<file path="src/rtl/datapath_if.sv">
// Strobe, memory-data and observation bundle between a sequencer (master) and the datapath slice (slave).
interface datapath_if;
    logic [31:0] Mdatain;
    logic        Read;
    logic        MDRin, R1in, R6in, R7in, IRin, Yin, HIin;
    logic        AND;
    logic        PCout, MDRout, Zlowout, ZHighout, R6out, R7out;
    logic [31:0] BusMuxOut;
    logic [31:0] R1q, R6q, R7q, PCq, IRq, MDRq, Yq, ZLowq, ZHighq, HIq;

    modport master (
        output Mdatain, Read,
        output MDRin, R1in, R6in, R7in, IRin, Yin, HIin, AND,
        output PCout, MDRout, Zlowout, ZHighout, R6out, R7out,
        input  BusMuxOut,
        input  R1q, R6q, R7q, PCq, IRq, MDRq, Yq, ZLowq, ZHighq, HIq
    );

    modport slave (
        input  Mdatain, Read,
        input  MDRin, R1in, R6in, R7in, IRin, Yin, HIin, AND,
        input  PCout, MDRout, Zlowout, ZHighout, R6out, R7out,
        output BusMuxOut,
        output R1q, R6q, R7q, PCq, IRq, MDRq, Yq, ZLowq, ZHighq, HIq
    );
endinterface

</file>
<file path="src/rtl/datapath.sv">
// Single-bus 32-bit datapath slice: shared bus, MDR with memory mux, general registers and an AND ALU into a 64-bit Z.
module datapath (
    input  logic       clock,
    input  logic       clear,
    datapath_if.slave  bus_if
);
    logic [31:0] bus_d;
    logic [31:0] mdr_d;
    logic [31:0] z_low_d;

    logic [31:0] r1_q, r6_q, r7_q, pc_q, ir_q, mdr_q, y_q, z_low_q, z_high_q, hi_q;

    // Fixed source priority; an idle bus reads as zero rather than floating.
    always_comb begin
        bus_d = 32'h0;
        if (bus_if.MDRout)
            bus_d = mdr_q;
        else if (bus_if.Zlowout)
            bus_d = z_low_q;
        else if (bus_if.ZHighout)
            bus_d = z_high_q;
        else if (bus_if.PCout)
            bus_d = pc_q;
        else if (bus_if.R6out)
            bus_d = r6_q;
        else if (bus_if.R7out)
            bus_d = r7_q;
    end

    assign mdr_d   = bus_if.Read ? bus_if.Mdatain : bus_d;
    assign z_low_d = y_q & bus_d;

    always_ff @(posedge clock or negedge clear) begin
        if (!clear) begin
            r1_q     <= 32'h0;
            r6_q     <= 32'h0;
            r7_q     <= 32'h0;
            pc_q     <= 32'h0;
            ir_q     <= 32'h0;
            mdr_q    <= 32'h0;
            y_q      <= 32'h0;
            z_low_q  <= 32'h0;
            z_high_q <= 32'h0;
            hi_q     <= 32'h0;
        end else begin
            if (bus_if.MDRin) mdr_q <= mdr_d;
            if (bus_if.R1in)  r1_q  <= bus_d;
            if (bus_if.R6in)  r6_q  <= bus_d;
            if (bus_if.R7in)  r7_q  <= bus_d;
            if (bus_if.IRin)  ir_q  <= bus_d;
            if (bus_if.Yin)   y_q   <= bus_d;
            if (bus_if.HIin)  hi_q  <= bus_d;
            // The upper half of the ALU result is always zero for AND.
            if (bus_if.AND) begin
                z_low_q  <= z_low_d;
                z_high_q <= 32'h0;
            end
        end
    end

    assign bus_if.BusMuxOut = bus_d;
    assign bus_if.R1q       = r1_q;
    assign bus_if.R6q       = r6_q;
    assign bus_if.R7q       = r7_q;
    assign bus_if.PCq       = pc_q;
    assign bus_if.IRq       = ir_q;
    assign bus_if.MDRq      = mdr_q;
    assign bus_if.Yq        = y_q;
    assign bus_if.ZLowq     = z_low_q;
    assign bus_if.ZHighq    = z_high_q;
    assign bus_if.HIq       = hi_q;
endmodule

</file>
<file path="src/flat_wrapper.sv">
// flat-port wrapper written by rule: the top's interface ports become plain ports
module datapath_flat 
  (clock, clear, bus_if_Mdatain, bus_if_Read, bus_if_MDRin, bus_if_R1in, bus_if_R6in, bus_if_R7in, bus_if_IRin, bus_if_Yin, bus_if_HIin, bus_if_AND, bus_if_PCout, bus_if_MDRout, bus_if_Zlowout, bus_if_ZHighout, bus_if_R6out, bus_if_R7out, bus_if_BusMuxOut, bus_if_R1q, bus_if_R6q, bus_if_R7q, bus_if_PCq, bus_if_IRq, bus_if_MDRq, bus_if_Yq, bus_if_ZLowq, bus_if_ZHighq, bus_if_HIq);
  datapath_if bus_if_i ();
  input  logic clock;
  input  logic clear;
  input wire logic [$bits(bus_if_i.Mdatain)-1:0] bus_if_Mdatain;
  input wire logic [$bits(bus_if_i.Read)-1:0] bus_if_Read;
  input wire logic [$bits(bus_if_i.MDRin)-1:0] bus_if_MDRin;
  input wire logic [$bits(bus_if_i.R1in)-1:0] bus_if_R1in;
  input wire logic [$bits(bus_if_i.R6in)-1:0] bus_if_R6in;
  input wire logic [$bits(bus_if_i.R7in)-1:0] bus_if_R7in;
  input wire logic [$bits(bus_if_i.IRin)-1:0] bus_if_IRin;
  input wire logic [$bits(bus_if_i.Yin)-1:0] bus_if_Yin;
  input wire logic [$bits(bus_if_i.HIin)-1:0] bus_if_HIin;
  input wire logic [$bits(bus_if_i.AND)-1:0] bus_if_AND;
  input wire logic [$bits(bus_if_i.PCout)-1:0] bus_if_PCout;
  input wire logic [$bits(bus_if_i.MDRout)-1:0] bus_if_MDRout;
  input wire logic [$bits(bus_if_i.Zlowout)-1:0] bus_if_Zlowout;
  input wire logic [$bits(bus_if_i.ZHighout)-1:0] bus_if_ZHighout;
  input wire logic [$bits(bus_if_i.R6out)-1:0] bus_if_R6out;
  input wire logic [$bits(bus_if_i.R7out)-1:0] bus_if_R7out;
  output wire logic [$bits(bus_if_i.BusMuxOut)-1:0] bus_if_BusMuxOut;
  output wire logic [$bits(bus_if_i.R1q)-1:0] bus_if_R1q;
  output wire logic [$bits(bus_if_i.R6q)-1:0] bus_if_R6q;
  output wire logic [$bits(bus_if_i.R7q)-1:0] bus_if_R7q;
  output wire logic [$bits(bus_if_i.PCq)-1:0] bus_if_PCq;
  output wire logic [$bits(bus_if_i.IRq)-1:0] bus_if_IRq;
  output wire logic [$bits(bus_if_i.MDRq)-1:0] bus_if_MDRq;
  output wire logic [$bits(bus_if_i.Yq)-1:0] bus_if_Yq;
  output wire logic [$bits(bus_if_i.ZLowq)-1:0] bus_if_ZLowq;
  output wire logic [$bits(bus_if_i.ZHighq)-1:0] bus_if_ZHighq;
  output wire logic [$bits(bus_if_i.HIq)-1:0] bus_if_HIq;
  assign bus_if_i.Mdatain = bus_if_Mdatain;
  assign bus_if_i.Read = bus_if_Read;
  assign bus_if_i.MDRin = bus_if_MDRin;
  assign bus_if_i.R1in = bus_if_R1in;
  assign bus_if_i.R6in = bus_if_R6in;
  assign bus_if_i.R7in = bus_if_R7in;
  assign bus_if_i.IRin = bus_if_IRin;
  assign bus_if_i.Yin = bus_if_Yin;
  assign bus_if_i.HIin = bus_if_HIin;
  assign bus_if_i.AND = bus_if_AND;
  assign bus_if_i.PCout = bus_if_PCout;
  assign bus_if_i.MDRout = bus_if_MDRout;
  assign bus_if_i.Zlowout = bus_if_Zlowout;
  assign bus_if_i.ZHighout = bus_if_ZHighout;
  assign bus_if_i.R6out = bus_if_R6out;
  assign bus_if_i.R7out = bus_if_R7out;
  assign bus_if_BusMuxOut = bus_if_i.BusMuxOut;
  assign bus_if_R1q = bus_if_i.R1q;
  assign bus_if_R6q = bus_if_i.R6q;
  assign bus_if_R7q = bus_if_i.R7q;
  assign bus_if_PCq = bus_if_i.PCq;
  assign bus_if_IRq = bus_if_i.IRq;
  assign bus_if_MDRq = bus_if_i.MDRq;
  assign bus_if_Yq = bus_if_i.Yq;
  assign bus_if_ZLowq = bus_if_i.ZLowq;
  assign bus_if_ZHighq = bus_if_i.ZHighq;
  assign bus_if_HIq = bus_if_i.HIq;
  datapath u_core (.clock(clock), .clear(clear), .bus_if(bus_if_i));
endmodule
</file>
<file path="config.mk">
export PLATFORM = sky130hd
export DESIGN_NAME = datapath_flat
export DESIGN_NICKNAME = d
export VERILOG_FILES = /design/src/rtl/datapath_if.sv /design/src/rtl/datapath.sv /design/src/flat_wrapper.sv
export SDC_FILE = /design/constraint.sdc
export NUM_CORES = 1
export LEC_CHECK = 0
export CAP_MARGIN = 10
export CORE_MARGIN = 1
export CORE_UTILIZATION = 51
export DETAILED_ROUTE_END_ITERATION = 8
export PLACE_DENSITY_LB_ADDON = 0.25
export SYNTH_ARGS = -nofsm -noshare
export SYNTH_HDL_FRONTEND = slang
export SYNTH_SLANG_ARGS = --single-unit
</file>
<file path="constraint.sdc">
create_clock -name clock -period 4.1 [get_ports clock]
set_input_delay 0.41 -clock clock [delete_from_list [all_inputs] [get_ports clock]]
set_output_delay 0.41 -clock clock [all_outputs]
set_load 0.03 [all_outputs]
</file>
==> Flow_metrics.wiki, run 1 <==
{| class="wikitable"
! Metric !! Value
|-
| PwrDens || 486.6 nW/um2
|-
| Maximum clock skew at final layout || 0.01104 ns
|-
| Post-synthesis share of cell area spent on full adders, half adders and majority gates || 0
|-
| Proportion of layout cells with a drive suffix above 1 || 0.06089
|-
| Source-to-sink clock delay at the later pin of the worst-skew pair || 0.53 ns
|-
| Number of vias after detailed routing || 11.99k
|-
| Wire length of the first global-routing pass || 65,250 um
|-
| Clock sink total || 256
|-
| Maximum single-stage delay on the critical path || 0.84 ns
|-
| Slew Limit Headroom || 0.2255
|-
| Overall fraction of global-route tracks in use || 0.3253
|-
| Overall die width || 160.1 um
|-
| Summed area of non-filler cells in the final layout || 17,070 um2
|-
| Top cell type's share of synthesized area || 0.5024
|-
| Total number of nets in the final design || 1,736
|-
| Pin count of the biggest net entering global routing || 112
|-
| Count of state elements after synthesis || 256
|-
| Post-DP Area || 16,130 um2
|-
| Vias in the first global route || 11.62k
|-
| End point of the worst hold path || u_core.bus_if.Yq[31]$_DFFE_PN0P_
|-
| Hold bufs inserted after CTS || 1
|-
| Number of hold-slack violations in the final timing report || 0
|-
| Number of enable flip-flop cells after synthesis || 0
|-
| Startpoint type of the worst setup path || input port
|-
| Core Box Area || 24,390 um2
|-
| List of most frequent post-synthesis cells || sky130_fd_sc_hd__dfrtp_1 (256), sky130_fd_sc_hd__inv_1 (161), sky130_fd_sc_hd__nand2_1 (161), sky130_fd_sc_hd__o22ai_1 (161), sky130_fd_sc_hd__clkbuf_1 (73)
|-
| Overall overflow remaining after global route || 0
|-
| Synthesized area || 12,750 um2
|-
| Cell variety after synth || 30
|-
| Outcome || complete, no violations
|-
| Class of the tightest hold or removal check || input port to register
|-
| Routed length per placed instance || 20.99 um
|-
| Post-route DRC || 0
|-
| Synthesized-area fraction occupied by ao, oa, aoi and oai cells || 0.2578
|-
| Worst hold path depth || 3
|-
| Most numerous cell in the Yosys netlist || sky130_fd_sc_hd__dfrtp_1
|-
| Worst R2R Path Depth || 3
|-
| Setup slack, reg-to-reg || 2.33 ns
|-
| Critical Path AT || 3.12 ns
|-
| Top FF cell, synth || sky130_fd_sc_hd__dfrtp_1
|-
| Maximum clock frequency || 0.2836 GHz
|-
| Hold Path Origin || bus_if_Yin
|-
| Mux contribution to synthesized area || 0
|-
| Starting Density || 0.5228
|-
| Leakage power summed over all cells || 0.007711 uW
|-
| Final antenna-violating net count || 0
|-
| Clock tree from TritonCTS || done
|-
| Total die area || 25,640 um2
|-
| Cell with the largest stage delay on the worst path || sky130_fd_sc_hd__a221oi_1
|-
| Fraction of the core area covered by cells at the end of the flow || 0.6999
|-
| Count of synthesis-stage warnings from yosys || 32
|-
| Sequential element share of the synthesized area || 0.5024
|-
| Critical R2R Launch || u_core.bus_if.ZLowq[31]$_DFFE_PN0P_
|-
| DRC marker count from the first detailed-route iteration || 1,090
|-
| Detailed placement HPWL || 27,340 um
|-
| CP Capture Type || output pin
|-
| Sum of routed wire length over all layers || 42,650 um
|-
| Buffers inserted by post-CTS timing repair || 0
|-
| Area grow syn2layout || 33.87%
|-
| Setup CP Type || input port to output pin
|-
| Buffer cell driving the clock tree root || sky130_fd_sc_hd__clkbuf_16
|-
| Most Frequent Cell on Critical Path || sky130_fd_sc_hd__clkdlybuf4s50_1
|-
| End of the worst register-to-register path || u_core.bus_if.ZLowq[31]$_DFFE_PN0P_
|-
| Number of I/O port buffers || 335
|-
| Number of H-tree branching levels || 1
|-
| Gp weighted congestion || 0.8467
|-
| Combinational family with the most area after synthesis || compound AO/OA/AOI/OAI gates
|-
| Top Ports || 401
|-
| Initial antenna violation count || 0
|-
| Syn Area/Cell || 9.213 um2
|-
| CP Cell Sequence || clkdlybuf4s50_1 > nor4b_4 > buf_12 > a221oi_1 > nor2_1 > clkdlybuf4s50_1
|-
| Mean number of vias per cell || 5.901
|-
| Period utilisation layout || 0.8599
|-
| Tightest Pin Transition || 1.162 ns
|-
| Clock Tree Buf Depth || 3
|-
| Number of placement rows || 57
|-
| Synthesized netlist cell count || 1,384
|-
| Die height || 160.1 um
|-
| Inserted Clock Buffers || 28
|-
| Max Fanout on Critical Path || 42
|-
| VDD IR max || 0.0003057 V
|-
| Clock period minus final worst setup slack || 3.526 ns
|-
| CTS-repair resized insts || 0
|-
| Max-cap violations || 0
|-
| Critical path required time || 3.69 ns
|-
| Number of diodes added for antenna fixing || 0
|-
| Async set-reset flop share out of synthesis || 1.000
|-
| Synth Area in XOR/XNOR || 0
|-
| Final number of setup-violating endpoints || 0
|-
| Total negative slack for setup checks || 0 ns
|-
| Hold slack || 0.4130 ns
|-
| Max-slew violations || 0
|-
| Setup repair after global routing missed its margin || false
|-
| Clock-pin transition on the worst setup and hold timing paths || 0.06 ns
|-
| First-pass iteration count of the detailed router || 6
|-
| Dominant cell type by area after synthesis || sky130_fd_sc_hd__dfrtp_1
|-
| Simple-gate share of the synthesized area || 0.1236
|-
| Synth area leaders || sky130_fd_sc_hd__dfrtp_1 (50%), sky130_fd_sc_hd__o22ai_1 (7.9%), sky130_fd_sc_hd__inv_1 (4.7%), sky130_fd_sc_hd__nand2_1 (4.7%), sky130_fd_sc_hd__buf_4 (4.1%)
|}
## cell type report
| type | count | area (um2) |
|---|---|---|
| clock inverter | 9 | 78.83 |
| clock buffer | 42 | 854.6 |
| tap | 324 | 405.4 |
| sequential | 256 | 6406 |
| fill | 1878 | 7321 |
| timing repair buffer | 370 | 3608 |
| multi-input combinational | 870 | 5112 |
| inverter | 161 | 604.3 |
## through the flow
step | setup slack, ns | total power (uW) | std cells
after floorplan | 1.869 | 4672 | 1447
after global placement | 0.6844 | 5733 | 1980
after detailed placement | 0.6274 | 5781 | 1980
after CTS | 0.6106 | 8326 | 2032
after global routing | 0.4312 | 8615 | 2032
final | 0.5744 | 8307 | 2032
## cell usage in the layout, fill, tap and decap left out
| master | count |
|---|---|
| sky130_fd_sc_hd__clkinvlp_4 | 2 |
| sky130_fd_sc_hd__a21oi_1 | 31 |
| sky130_fd_sc_hd__or3b_2 | 1 |
| sky130_fd_sc_hd__o21ai_0 | 63 |
| sky130_fd_sc_hd__bufinv_16 | 1 |
| sky130_fd_sc_hd__conb_1 | 64 |
| sky130_fd_sc_hd__nand2b_2 | 1 |
| sky130_fd_sc_hd__nand2b_1 | 32 |
| sky130_fd_sc_hd__clkinv_2 | 5 |
| sky130_fd_sc_hd__buf_8 | 1 |
| sky130_fd_sc_hd__a32o_1 | 31 |
| sky130_fd_sc_hd__a211oi_2 | 2 |
| sky130_fd_sc_hd__o31ai_1 | 32 |
| sky130_fd_sc_hd__nand3_1 | 32 |
| sky130_fd_sc_hd__or4b_2 | 1 |
| sky130_fd_sc_hd__nor4b_4 | 1 |
| sky130_fd_sc_hd__a21o_1 | 62 |
| sky130_fd_sc_hd__buf_2 | 10 |
| sky130_fd_sc_hd__nor2_1 | 33 |
| sky130_fd_sc_hd__nor3b_4 | 1 |
| sky130_fd_sc_hd__clkbuf_1 | 5 |
| sky130_fd_sc_hd__or2_2 | 1 |
| sky130_fd_sc_hd__clkinv_4 | 1 |
| sky130_fd_sc_hd__nor2b_1 | 64 |
| sky130_fd_sc_hd__a221oi_2 | 4 |
| sky130_fd_sc_hd__buf_12 | 3 |
| sky130_fd_sc_hd__a31oi_1 | 32 |
| sky130_fd_sc_hd__dlygate4sd3_1 | 1 |
| sky130_fd_sc_hd__buf_4 | 32 |
| sky130_fd_sc_hd__clkdlybuf4s50_1 | 323 |
| sky130_fd_sc_hd__clkbuf_16 | 29 |
| sky130_fd_sc_hd__clkbuf_8 | 8 |
| sky130_fd_sc_hd__nand2_1 | 161 |
| sky130_fd_sc_hd__o22ai_1 | 161 |
| sky130_fd_sc_hd__a221oi_1 | 26 |
| sky130_fd_sc_hd__inv_1 | 161 |
| sky130_fd_sc_hd__o2bb2ai_1 | 32 |
| sky130_fd_sc_hd__dfrtp_1 | 256 |
| sky130_fd_sc_hd__nor4bb_1 | 2 |
## worst max-delay path, delay by kind of cell
family / cells / cell delay, ns
AOI/OAI and AO/OA: 1 / 0.84
buffers and inverters: 3 / 1.54
and+or+nand+nor: 2 / 0.31
## routing by layer
| layer | GRT usage | wire [um] | vias up |
|---|---|---|---|
| met4 | 0.1398 | 1744 | 0 |
| met2 | 0.5358 | 20420 | 669 |
| met5 | 0 | 0 | - |
| met3 | 0.06416 | 3968 | 121 |
| met1 | 0.4184 | 16520 | 5845 |
| li1 | - | - | 5355 |
## how the worst max path moves through the flow
stage	startpoint	end	slack, ns	cells after the start
floorplan	bus_if_Zlowout	bus_if_BusMuxOut[10]	1.87	5
global placement	bus_if_ZHighout	bus_if_BusMuxOut[14]	0.68	6
detailed placement	bus_if_ZHighout	bus_if_BusMuxOut[14]	0.63	6
CTS	bus_if_ZHighout	bus_if_BusMuxOut[14]	0.61	6
global route	bus_if_ZHighout	bus_if_BusMuxOut[14]	0.43	6
finish	bus_if_ZHighout	bus_if_BusMuxOut[14]	0.57	6
## registers in the layout (all words and copies together) (netlist names)
signal / count
u_core.bus_if.R6q: 32
u_core.bus_if.MDRq: 32
u_core.bus_if.R1q: 32
u_core.bus_if.ZLowq: 32
u_core.bus_if.IRq: 32
u_core.bus_if.HIq: 32
u_core.bus_if.R7q: 32
u_core.bus_if.Yq: 32
## power by group
| part | total [uW] | switching (uW) | internal [uW] |
|---|---|---|---|
| clock network | 2540 | 1040 | 1500 |
| registers | 3140 | 290 | 2850 |
| logic | 2630 | 1640 | 993 |
## cell families after synthesis
logic type	count (synthesis)
AO/OA/AOI/OAI	476
AND/OR/NAND/NOR	330
buffers and inverters	321
flip-flops	256
other	1
Power figures use the tool's default switching activity.
==> run 2: changes to the inputs <==
Settings changed: CORE_MARGIN 1 to unset.
==> results of run 2 <==
Same layout as run 1: the final DEF is identical, and so are final timing and power.
